===== src/rtl/cpu_pkg.sv =====
// Shared core definitions: fetch FSM states, instruction field positions and
// the opcode/func encodings the decoder consumes.
package cpu_pkg;

  localparam int INSTR_W    = 32;
  localparam int OPCODE_MSB = 31;
  localparam int OPCODE_LSB = 26;
  localparam int FUNC_MSB   = 5;
  localparam int FUNC_LSB   = 0;

  typedef enum logic [1:0] {
    IDLE,
    FETCH,
    DRAIN,
    VALID
  } fetch_state_e;

  localparam logic [5:0] op_type_r = 6'b000000;
  localparam logic [5:0] op_addiu  = 6'b001001;
  localparam logic [5:0] op_sw     = 6'b101011;
  localparam logic [5:0] op_jal    = 6'b000011;
  localparam logic [5:0] func_addu = 6'b100001;

endpackage


===== src/rtl/fetch_unit.sv =====
// Instruction fetch: owns the PC, reads imem over req/ack, hands words to the
// decoder over valid/ready. FETCH_ALIGN_CHECK_EN adds a sticky misalign flag.
module fetch_unit
  import cpu_pkg::*;
#(
  parameter int                ADDR_W   = 32,
  parameter logic [ADDR_W-1:0] RESET_PC = '0
) (
  input  logic               clk,
  input  logic               rst,
  output logic               imem_req,
  output logic [ADDR_W-1:0]  imem_addr,
  input  logic               imem_ack,
  input  logic [INSTR_W-1:0] imem_rdata,
  input  logic               redirect,
  input  logic [ADDR_W-1:0]  redirect_pc,
  output logic               instr_valid,
  input  logic               instr_ready,
  output logic [INSTR_W-1:0] instr,
  output logic [5:0]         opcode,
  output logic [5:0]         func,
  output logic [ADDR_W-1:0]  instr_pc,
  output logic [ADDR_W-1:0]  instr_pc_plus4,
  output logic               fetch_misalign
);

  fetch_state_e       state_q, state_d;
  logic [ADDR_W-1:0]  pc_q, pc_d;
  logic [ADDR_W-1:0]  req_addr_q, req_addr_d;
  logic               req_q, req_d;
  logic               valid_q, valid_d;
  logic [INSTR_W-1:0] instr_q, instr_d;
  logic [ADDR_W-1:0]  instr_pc_q, instr_pc_d;
  logic [ADDR_W-1:0]  pc4_q, pc4_d;
  logic [ADDR_W-1:0]  rpc;
  logic [ADDR_W-1:0]  pc_inc;

  assign rpc    = {redirect_pc[ADDR_W-1:2], 2'b00};
  assign pc_inc = pc_q + ADDR_W'(4);

  always_comb begin
    state_d    = state_q;
    pc_d       = pc_q;
    req_addr_d = req_addr_q;
    req_d      = req_q;
    valid_d    = valid_q;
    instr_d    = instr_q;
    instr_pc_d = instr_pc_q;
    pc4_d      = pc4_q;
    case (state_q)
      IDLE: begin
        if (redirect) pc_d = rpc;
        req_addr_d = pc_d;
        req_d      = 1'b1;
        state_d    = FETCH;
      end
      FETCH: begin
        if (imem_ack) begin
          if (redirect) begin
            // wrong-path data is dropped; a fresh request starts next cycle
            pc_d       = rpc;
            req_addr_d = rpc;
          end else begin
            instr_d    = imem_rdata;
            instr_pc_d = pc_q;
            pc4_d      = pc_inc;
            pc_d       = pc_inc;
            req_d      = 1'b0;
            valid_d    = 1'b1;
            state_d    = VALID;
          end
        end else if (redirect) begin
          // the bus transaction cannot be cancelled; keep req_addr until ack
          pc_d    = rpc;
          state_d = DRAIN;
        end
      end
      DRAIN: begin
        if (redirect) pc_d = rpc;
        if (imem_ack) begin
          req_addr_d = pc_d;
          state_d    = FETCH;
        end
      end
      VALID: begin
        if (redirect) begin
          pc_d       = rpc;
          req_addr_d = rpc;
          req_d      = 1'b1;
          valid_d    = 1'b0;
          state_d    = FETCH;
        end else if (instr_ready) begin
          req_addr_d = pc_q;
          req_d      = 1'b1;
          valid_d    = 1'b0;
          state_d    = FETCH;
        end
      end
      default: state_d = IDLE;
    endcase
  end

  always_ff @(posedge clk or posedge rst) begin
    if (rst) begin
      state_q    <= IDLE;
      pc_q       <= RESET_PC;
      req_addr_q <= RESET_PC;
      req_q      <= 1'b0;
      valid_q    <= 1'b0;
      instr_q    <= '0;
      instr_pc_q <= '0;
      pc4_q      <= ADDR_W'(4);
    end else begin
      state_q    <= state_d;
      pc_q       <= pc_d;
      req_addr_q <= req_addr_d;
      req_q      <= req_d;
      valid_q    <= valid_d;
      instr_q    <= instr_d;
      instr_pc_q <= instr_pc_d;
      pc4_q      <= pc4_d;
    end
  end

  assign imem_req       = req_q;
  assign imem_addr      = req_addr_q;
  assign instr_valid    = valid_q;
  assign instr          = instr_q;
  assign opcode         = instr_q[OPCODE_MSB:OPCODE_LSB];
  assign func           = instr_q[FUNC_MSB:FUNC_LSB];
  assign instr_pc       = instr_pc_q;
  assign instr_pc_plus4 = pc4_q;

`ifdef FETCH_ALIGN_CHECK_EN
  logic mis_q, mis_d;

  always_comb begin
    mis_d = mis_q;
    if (redirect && (redirect_pc[1:0] != 2'b00)) mis_d = 1'b1;
  end

  always_ff @(posedge clk or posedge rst) begin
    if (rst) mis_q <= 1'b0;
    else     mis_q <= mis_d;
  end

  assign fetch_misalign = mis_q;
`else
  logic unused_pc_lsbs;
  assign unused_pc_lsbs = ^redirect_pc[1:0];
  assign fetch_misalign = 1'b0;
`endif

endmodule


===== config.mk =====
export PLATFORM = sky130hd
export DESIGN_NAME = fetch_unit
export DESIGN_NICKNAME = d
export VERILOG_FILES = /design/src/rtl/cpu_pkg.sv /design/src/rtl/fetch_unit.sv
export SDC_FILE = /design/constraint.sdc
export NUM_CORES = 1
export LEC_CHECK = 0
export ABC_AREA = 1
export CAP_MARGIN = 40
export CORE_MARGIN = 1
export CORE_UTILIZATION = 49
export DETAILED_ROUTE_END_ITERATION = 8
export GPL_TIMING_DRIVEN = 0
export PLACE_DENSITY = 0.83
export SLEW_MARGIN = 10
export SYNTH_ARGS = -nofsm -noshare
export SYNTH_HDL_FRONTEND = slang
export SYNTH_SLANG_ARGS = --single-unit

===== constraint.sdc =====
create_clock -name clk -period 6.4 [get_ports clk]
set_input_delay 0.96 -clock clk [delete_from_list [all_inputs] [get_ports clk]]
set_output_delay 0.96 -clock clk [all_outputs]
set_load 0.005 [all_outputs]

# After elaboration in Yosys (flattened, before gate mapping)
# Cells that the tools add are included.
totals:
  input_bits: 69
  reg_bits: 164
  output_inout_bits: 143
classes:
  n_reduce_logical: 9
  add_sub_neg: 1
  n_bitwise: 1
  mux: 27
  eq_ne: 10
op_table:
  columns: ["op", "n"]
  rows:
  - ["2-to-1 mux 32 bit", 8]
  - ["one-hot mux 32 bit (4 select lines)", 1]
  - ["one-hot mux 32 bit (2 select lines)", 1]
  - ["adder 32 x 3 -> 32 bit, second input constant", 1]
  - ["AND reduction 4 bit", 4]
  - ["2-to-1 mux 2 bit", 6]
  - ["inequality test 3 bit, second input constant", 3]
  - ["2-to-1 mux 1 bit", 8]
  - ["inequality test 2 bit, second input constant", 4]
  - ["one-hot mux 2 bit (4 select lines)", 1]
  - ["== test 2 bit, second input constant", 2]
  - ["one-hot mux 1 bit (3 select lines)", 1]
  - ["AND reduction 3 bit", 1]
  - ["nonzero test 3 bit", 1]
  - ["OR reduction 3 bit", 1]
  - ["== test 2 x 1 -> 1 bit, second input constant", 1]
  - ["logical NOT 2 bit", 1]
  - ["one-hot mux 1 bit (2 select lines)", 1]
  - ["nonzero test 2 bit", 1]
  - ["inverter 1 bit", 1]

# Longest topological paths before layout
depth:
  depth_word: 4
  mapped_depth: 11
  mapped_depth_nobuf: 10

# Least setup slack after synthesis
# OpenSTA, ideal clock, no wires.
synth_timing:
  kind: "input-to-reg"
  startpoint: "input redirect"
  endpoint: "register req_addr_q[13] (netlist: imem_addr[13])"
  arrival_ns: 2.066
  cell_stages: 9
  setup_time_ns: 0.119
  path_slack_ns: 4.215
  path_cell_list: "buf_4 > buf_4 > nor2_1 > nand2_1 > nand2_1 > a211oi_4 > buf_2 > o21ai_1 > o21a_1"
synth_between:
  elab_chain_cells: 3
synth_rtl:
  columns: ["element", "line", "source"]
  rows:
  - ["start: declaration", "fetch_unit.sv:15", "input logic redirect,"]
  - ["2-to-1 mux 32 bit", "fetch_unit.sv:52, fetch_unit.sv:79", null]
  - ["2-to-1 mux 32 bit", "fetch_unit.sv:80", "if (imem_ack) begin"]
  - ["one-hot mux 32 bit (4 select lines)", "fetch_unit.sv:50", "case (state_q)"]
  - ["end signal: assignment", "fetch_unit.sv:116", "req_addr_q <= req_addr_d;"]
  - ["end: declaration", "fetch_unit.sv:29", "logic [ADDR_W-1:0] req_addr_q, req_addr_d;"]
# Several ways; a longest one is shown, not always the timed one. The select of a mux whose other input is x is not followed.
# A chain may end at the register's enable or synchronous reset.

# Worst setup path after layout
layout_timing:
  startpoint: "input imem_ack"
  endpoint: "register instr_pc_q[22] (netlist: instr_pc[22])"
layout_between:
  elab_chain_cells: 1
layout_rtl:
  columns: ["element", "line", "source"]
  rows:
  - ["start: declaration", "fetch_unit.sv:13", "input logic imem_ack,"]
  - ["AND reduction 3 bit (no source line)", null, null]
  - ["end signal: assignment", "fetch_unit.sv:120", "instr_pc_q <= instr_pc_d;"]
  - ["end: declaration", "fetch_unit.sv:33", "logic [ADDR_W-1:0] instr_pc_q, instr_pc_d;"]
# Every way passes these cells.

==> summary.md <==
* 0.425 — Tcrit/Tclk final
* sky130_fd_sc_hd__dfrtp_1 — primary flip-flop cell chosen by synthesis mapping
* 23000 um — Detailed Route WL
* 212 — number of primary I/O pins
* 0 — number of setup buffers added after CTS
* 127 um — die span in y
* 5.31 — Avg Vias per Cell
* 1396 — Non-Filler Instances
* 127 um — die span in x
* 39.2% — area overhead of the layout relative to synthesis
* 2.72 ns — crit path time final
* 16800 um — Detailed Place HPWL
* 6.67 ns — required time reported for the critical path endpoint
* 15200 um^2 — placeable core region
* sky130_fd_sc_hd__dfrtp_1 — biggest area consumer among synthesized cells
* 0.503 — starting density of the core
* 17 — number of clock buffers inserted by TritonCTS
* 6 — detailed-router iteration count before antenna repair
* 25 — post-synthesis cell type count
* 0.912 — GPL Wtd Cong
* primary input — type of origin of the critical path
* 0.527 — portion of synthesized cell area occupied by the leading cell type
* 0 — number of antenna-violating nets in the routed design
* 5.11 mW — overall power consumption
* 0 — grt total ovfl
* 16100 um^2 — die area
* sky130_fd_sc_hd__nand2_1 — count leader, synth
* 0 — setup-violating endpoint count in the final report
* 0 — count of final max-slew check failures
* 0 — reported max-cap violation count
* 0 — number of design rule violations left after detail routing
* 0 — count of flip-flops with a built-in enable after synthesis
* 0 — Yosys warnings
* 7.90 um^2 — synthesized area divided by synthesized cell count
* sky130_fd_sc_hd__nand2_1 (325), sky130_fd_sc_hd__dfrtp_1 (161), sky130_fd_sc_hd__nor2_1 (126) — leading cell types by count after synthesis
* 0 ns — Fin Setup TNS
* 0 — endpoints failing hold
* 207 — buffers added on ports
* 7416 — vias
* 4 — count of H-tree levels built during CTS
* 0 — Resized Gates After CTS
* 88 — maximum number of pins on one net before global-route repair
* 0 — number of antenna violations at the first check in global routing
* 7083 — vias in the first global route
* sky130_fd_sc_hd__dfrtp_1 (53%), sky130_fd_sc_hd__nand2_1 (16%), sky130_fd_sc_hd__o21ai_0 (6.8%) — leading post-synthesis cells by cell area
* 0 — # hold bufs at CTS
* 288 uV — worst IR drop on VDD
* 162 — number of clock sinks
* 16.5 um — WL/cell
* 0.514 — Max-Slew Margin vs Limit
* completed — run status
* flip-flop to flip-flop — Worst Hold Class
* 1042 — Post-Synthesis Net Count
* 0.727 ns — slew of the pin with the lowest slew margin
* flip-flop — kind of capture point of the worst setup path
* no — RSZ-0062 raised after global routing
* 480 nW/um^2 — Pwr Density
* 968 — gate count after technology mapping
* 36600 um — global-route wire length before repair
* 692 — initial detailed-routing violation count
* 0.00781 ns — clock skew after layout
* 7650 um^2 — area of the mapped netlist
* done — TritonCTS clock tree
* 45 — row count
* 2 — maximum buffer depth of the clock tree
* primary input to flip-flop — critical path class
* 2.99 ns — WP data arrival
* 0.530 — proportion of synthesized chip area in sequential cells
* 10 — maximum fanout along the worst path
* 162 — post-synthesis sequential element count
* 0 — Ant. Diodes
* 0.294 — overall fraction of global-route tracks in use
* sky130_fd_sc_hd__clkbuf_16 — clock root buffer master
* 0.469 ns — worst hold slack across all endpoints
* 0.0579 — fraction of layout cells with a size suffix above 1
* 4.95 nW — Leak
* 1364 — Post-Place Cells
* 0.42 ns — worst skew pair latency
* 368 MHz — maximum frequency from static timing analysis
* 1269 — post-layout net count
* 0.06 ns — Clock Pin Slew Worst Setup and Hold Paths
* 1.00 — async set-reset flop share out of synthesis
report_power, final:
| group | switching (mW) | internal (mW) | total, mW | leakage, nW |
|---|---|---|---|---|
| registers | 0.307 | 1.47 | 1.78 | 1.97 |
| logic | 1.06 | 1.15 | 2.21 | 2.66 |
| clock network | 0.427 | 0.698 | 1.12 | 0.319 |
metrics by stage:
step,area [um^2],utilization,worst slack [ns]
2_1_floorplan,7650,-,1.07
3_3_place_gp,9960,0.655,-1.09
3_5_place_dp,9990,0.657,3.26
4_1_cts,10600,0.700,3.70
5_1_grt,10600,0.700,3.62
6_report,10600,0.700,3.68
cells by family (layout without fill, tap and decap cells):
| logic type | after synthesis | in the layout | synth area share |
|---|---|---|---|
| other cells | 1 | 1 | 0.000490 |
| flops | 162 | 162 | 0.530 |
| xor+xnor | 15 | 15 | 0.0172 |
| fa+ha+maj | 5 | 5 | 0.00818 |
| compound gates | 191 | 191 | 0.137 |
| buf+inv | 121 | 361 | 0.0698 |
| simple gates | 473 | 473 | 0.237 |
worst max-delay path: stages:
cell and delay (ns):
sky130_fd_sc_hd__clkdlybuf4s50_1 0.45, sky130_fd_sc_hd__inv_1 0.20, sky130_fd_sc_hd__nor3_2 0.12, sky130_fd_sc_hd__inv_2 0.08
sky130_fd_sc_hd__clkbuf_1 0.46, sky130_fd_sc_hd__clkbuf_1 0.52, sky130_fd_sc_hd__o21ai_0 0.19
registers in the layout, indices dropped and copies added (netlist names):
signal	flops
instr_pc_plus4	30
instr	32
state_q	2
imem_addr	32
pc_q	32
instr_valid	1
imem_req	1
instr_pc	32
placed cells by master, fill, tap and decap left out, types with 4 or more instances in the layout:
cell	netlist	layout
sky130_fd_sc_hd__clkinv_4	0	5
sky130_fd_sc_hd__o21a_1	20	20
sky130_fd_sc_hd__clkbuf_8	0	4
sky130_fd_sc_hd__nand2_1	325	325
sky130_fd_sc_hd__o21ai_0	104	104
sky130_fd_sc_hd__a21oi_1	45	45
sky130_fd_sc_hd__o21ai_1	9	9
sky130_fd_sc_hd__clkbuf_16	0	17
sky130_fd_sc_hd__buf_1	4	4
sky130_fd_sc_hd__buf_2	13	13
sky130_fd_sc_hd__a22oi_1	8	8
sky130_fd_sc_hd__ha_1	5	5
sky130_fd_sc_hd__nor2_1	126	126
sky130_fd_sc_hd__dfrtp_1	161	161
sky130_fd_sc_hd__buf_4	17	17
sky130_fd_sc_hd__xor2_1	15	15
sky130_fd_sc_hd__inv_1	56	55
sky130_fd_sc_hd__clkdlybuf4s50_1	0	207
sky130_fd_sc_hd__nand3_1	18	18
sky130_fd_sc_hd__bufinv_16	0	4
sky130_fd_sc_hd__clkbuf_1	28	28
final timing paths:
check	from	end	slack (ns)	cells after the start
setup / recovery	imem_ack	instr_pc[22]$_DFFE_PP0P_	3.68	7
hold / removal	instr[7]$_DFFE_PP0P_	instr[7]$_DFFE_PP0P_	0.47	2
setup reg to reg	state_q[1]$_DFFE_PP0P_	instr_pc_plus4[18]$_DFFE_PP0P_	3.80	10
hold reg to reg	instr[7]$_DFFE_PP0P_	instr[7]$_DFFE_PP0P_	0.47	2
max in group asynchronous	rst	instr_pc_plus4[18]$_DFFE_PP0P_	4.59	3
min in group asynchronous	rst	instr[0]$_DFFE_PP0P_	1.00	2
metal layers:
metal | vias up | track usage | part of all wire
li1 | 3519 | - | -
met1 | 3456 | 0.391 | 0.43
met2 | 375 | 0.472 | 0.47
met3 | 66 | 0.0472 | 0.066
met4 | 0 | 0.146 | 0.036
met5 | - | 0 | 0
cell type report:
class / instances / area (um^2)
timing repair buffer: 208 / 2100
sequential: 162 / 4060
multi-input combinational: 685 / 3060
inverter: 59 / 229
clock inverter: 11 / 176
fill: 1214 / 4550
clock buffer: 21 / 480
tap: 188 / 235
buffer: 62 / 313
Note: power is estimated with default switching activity, not from simulation.
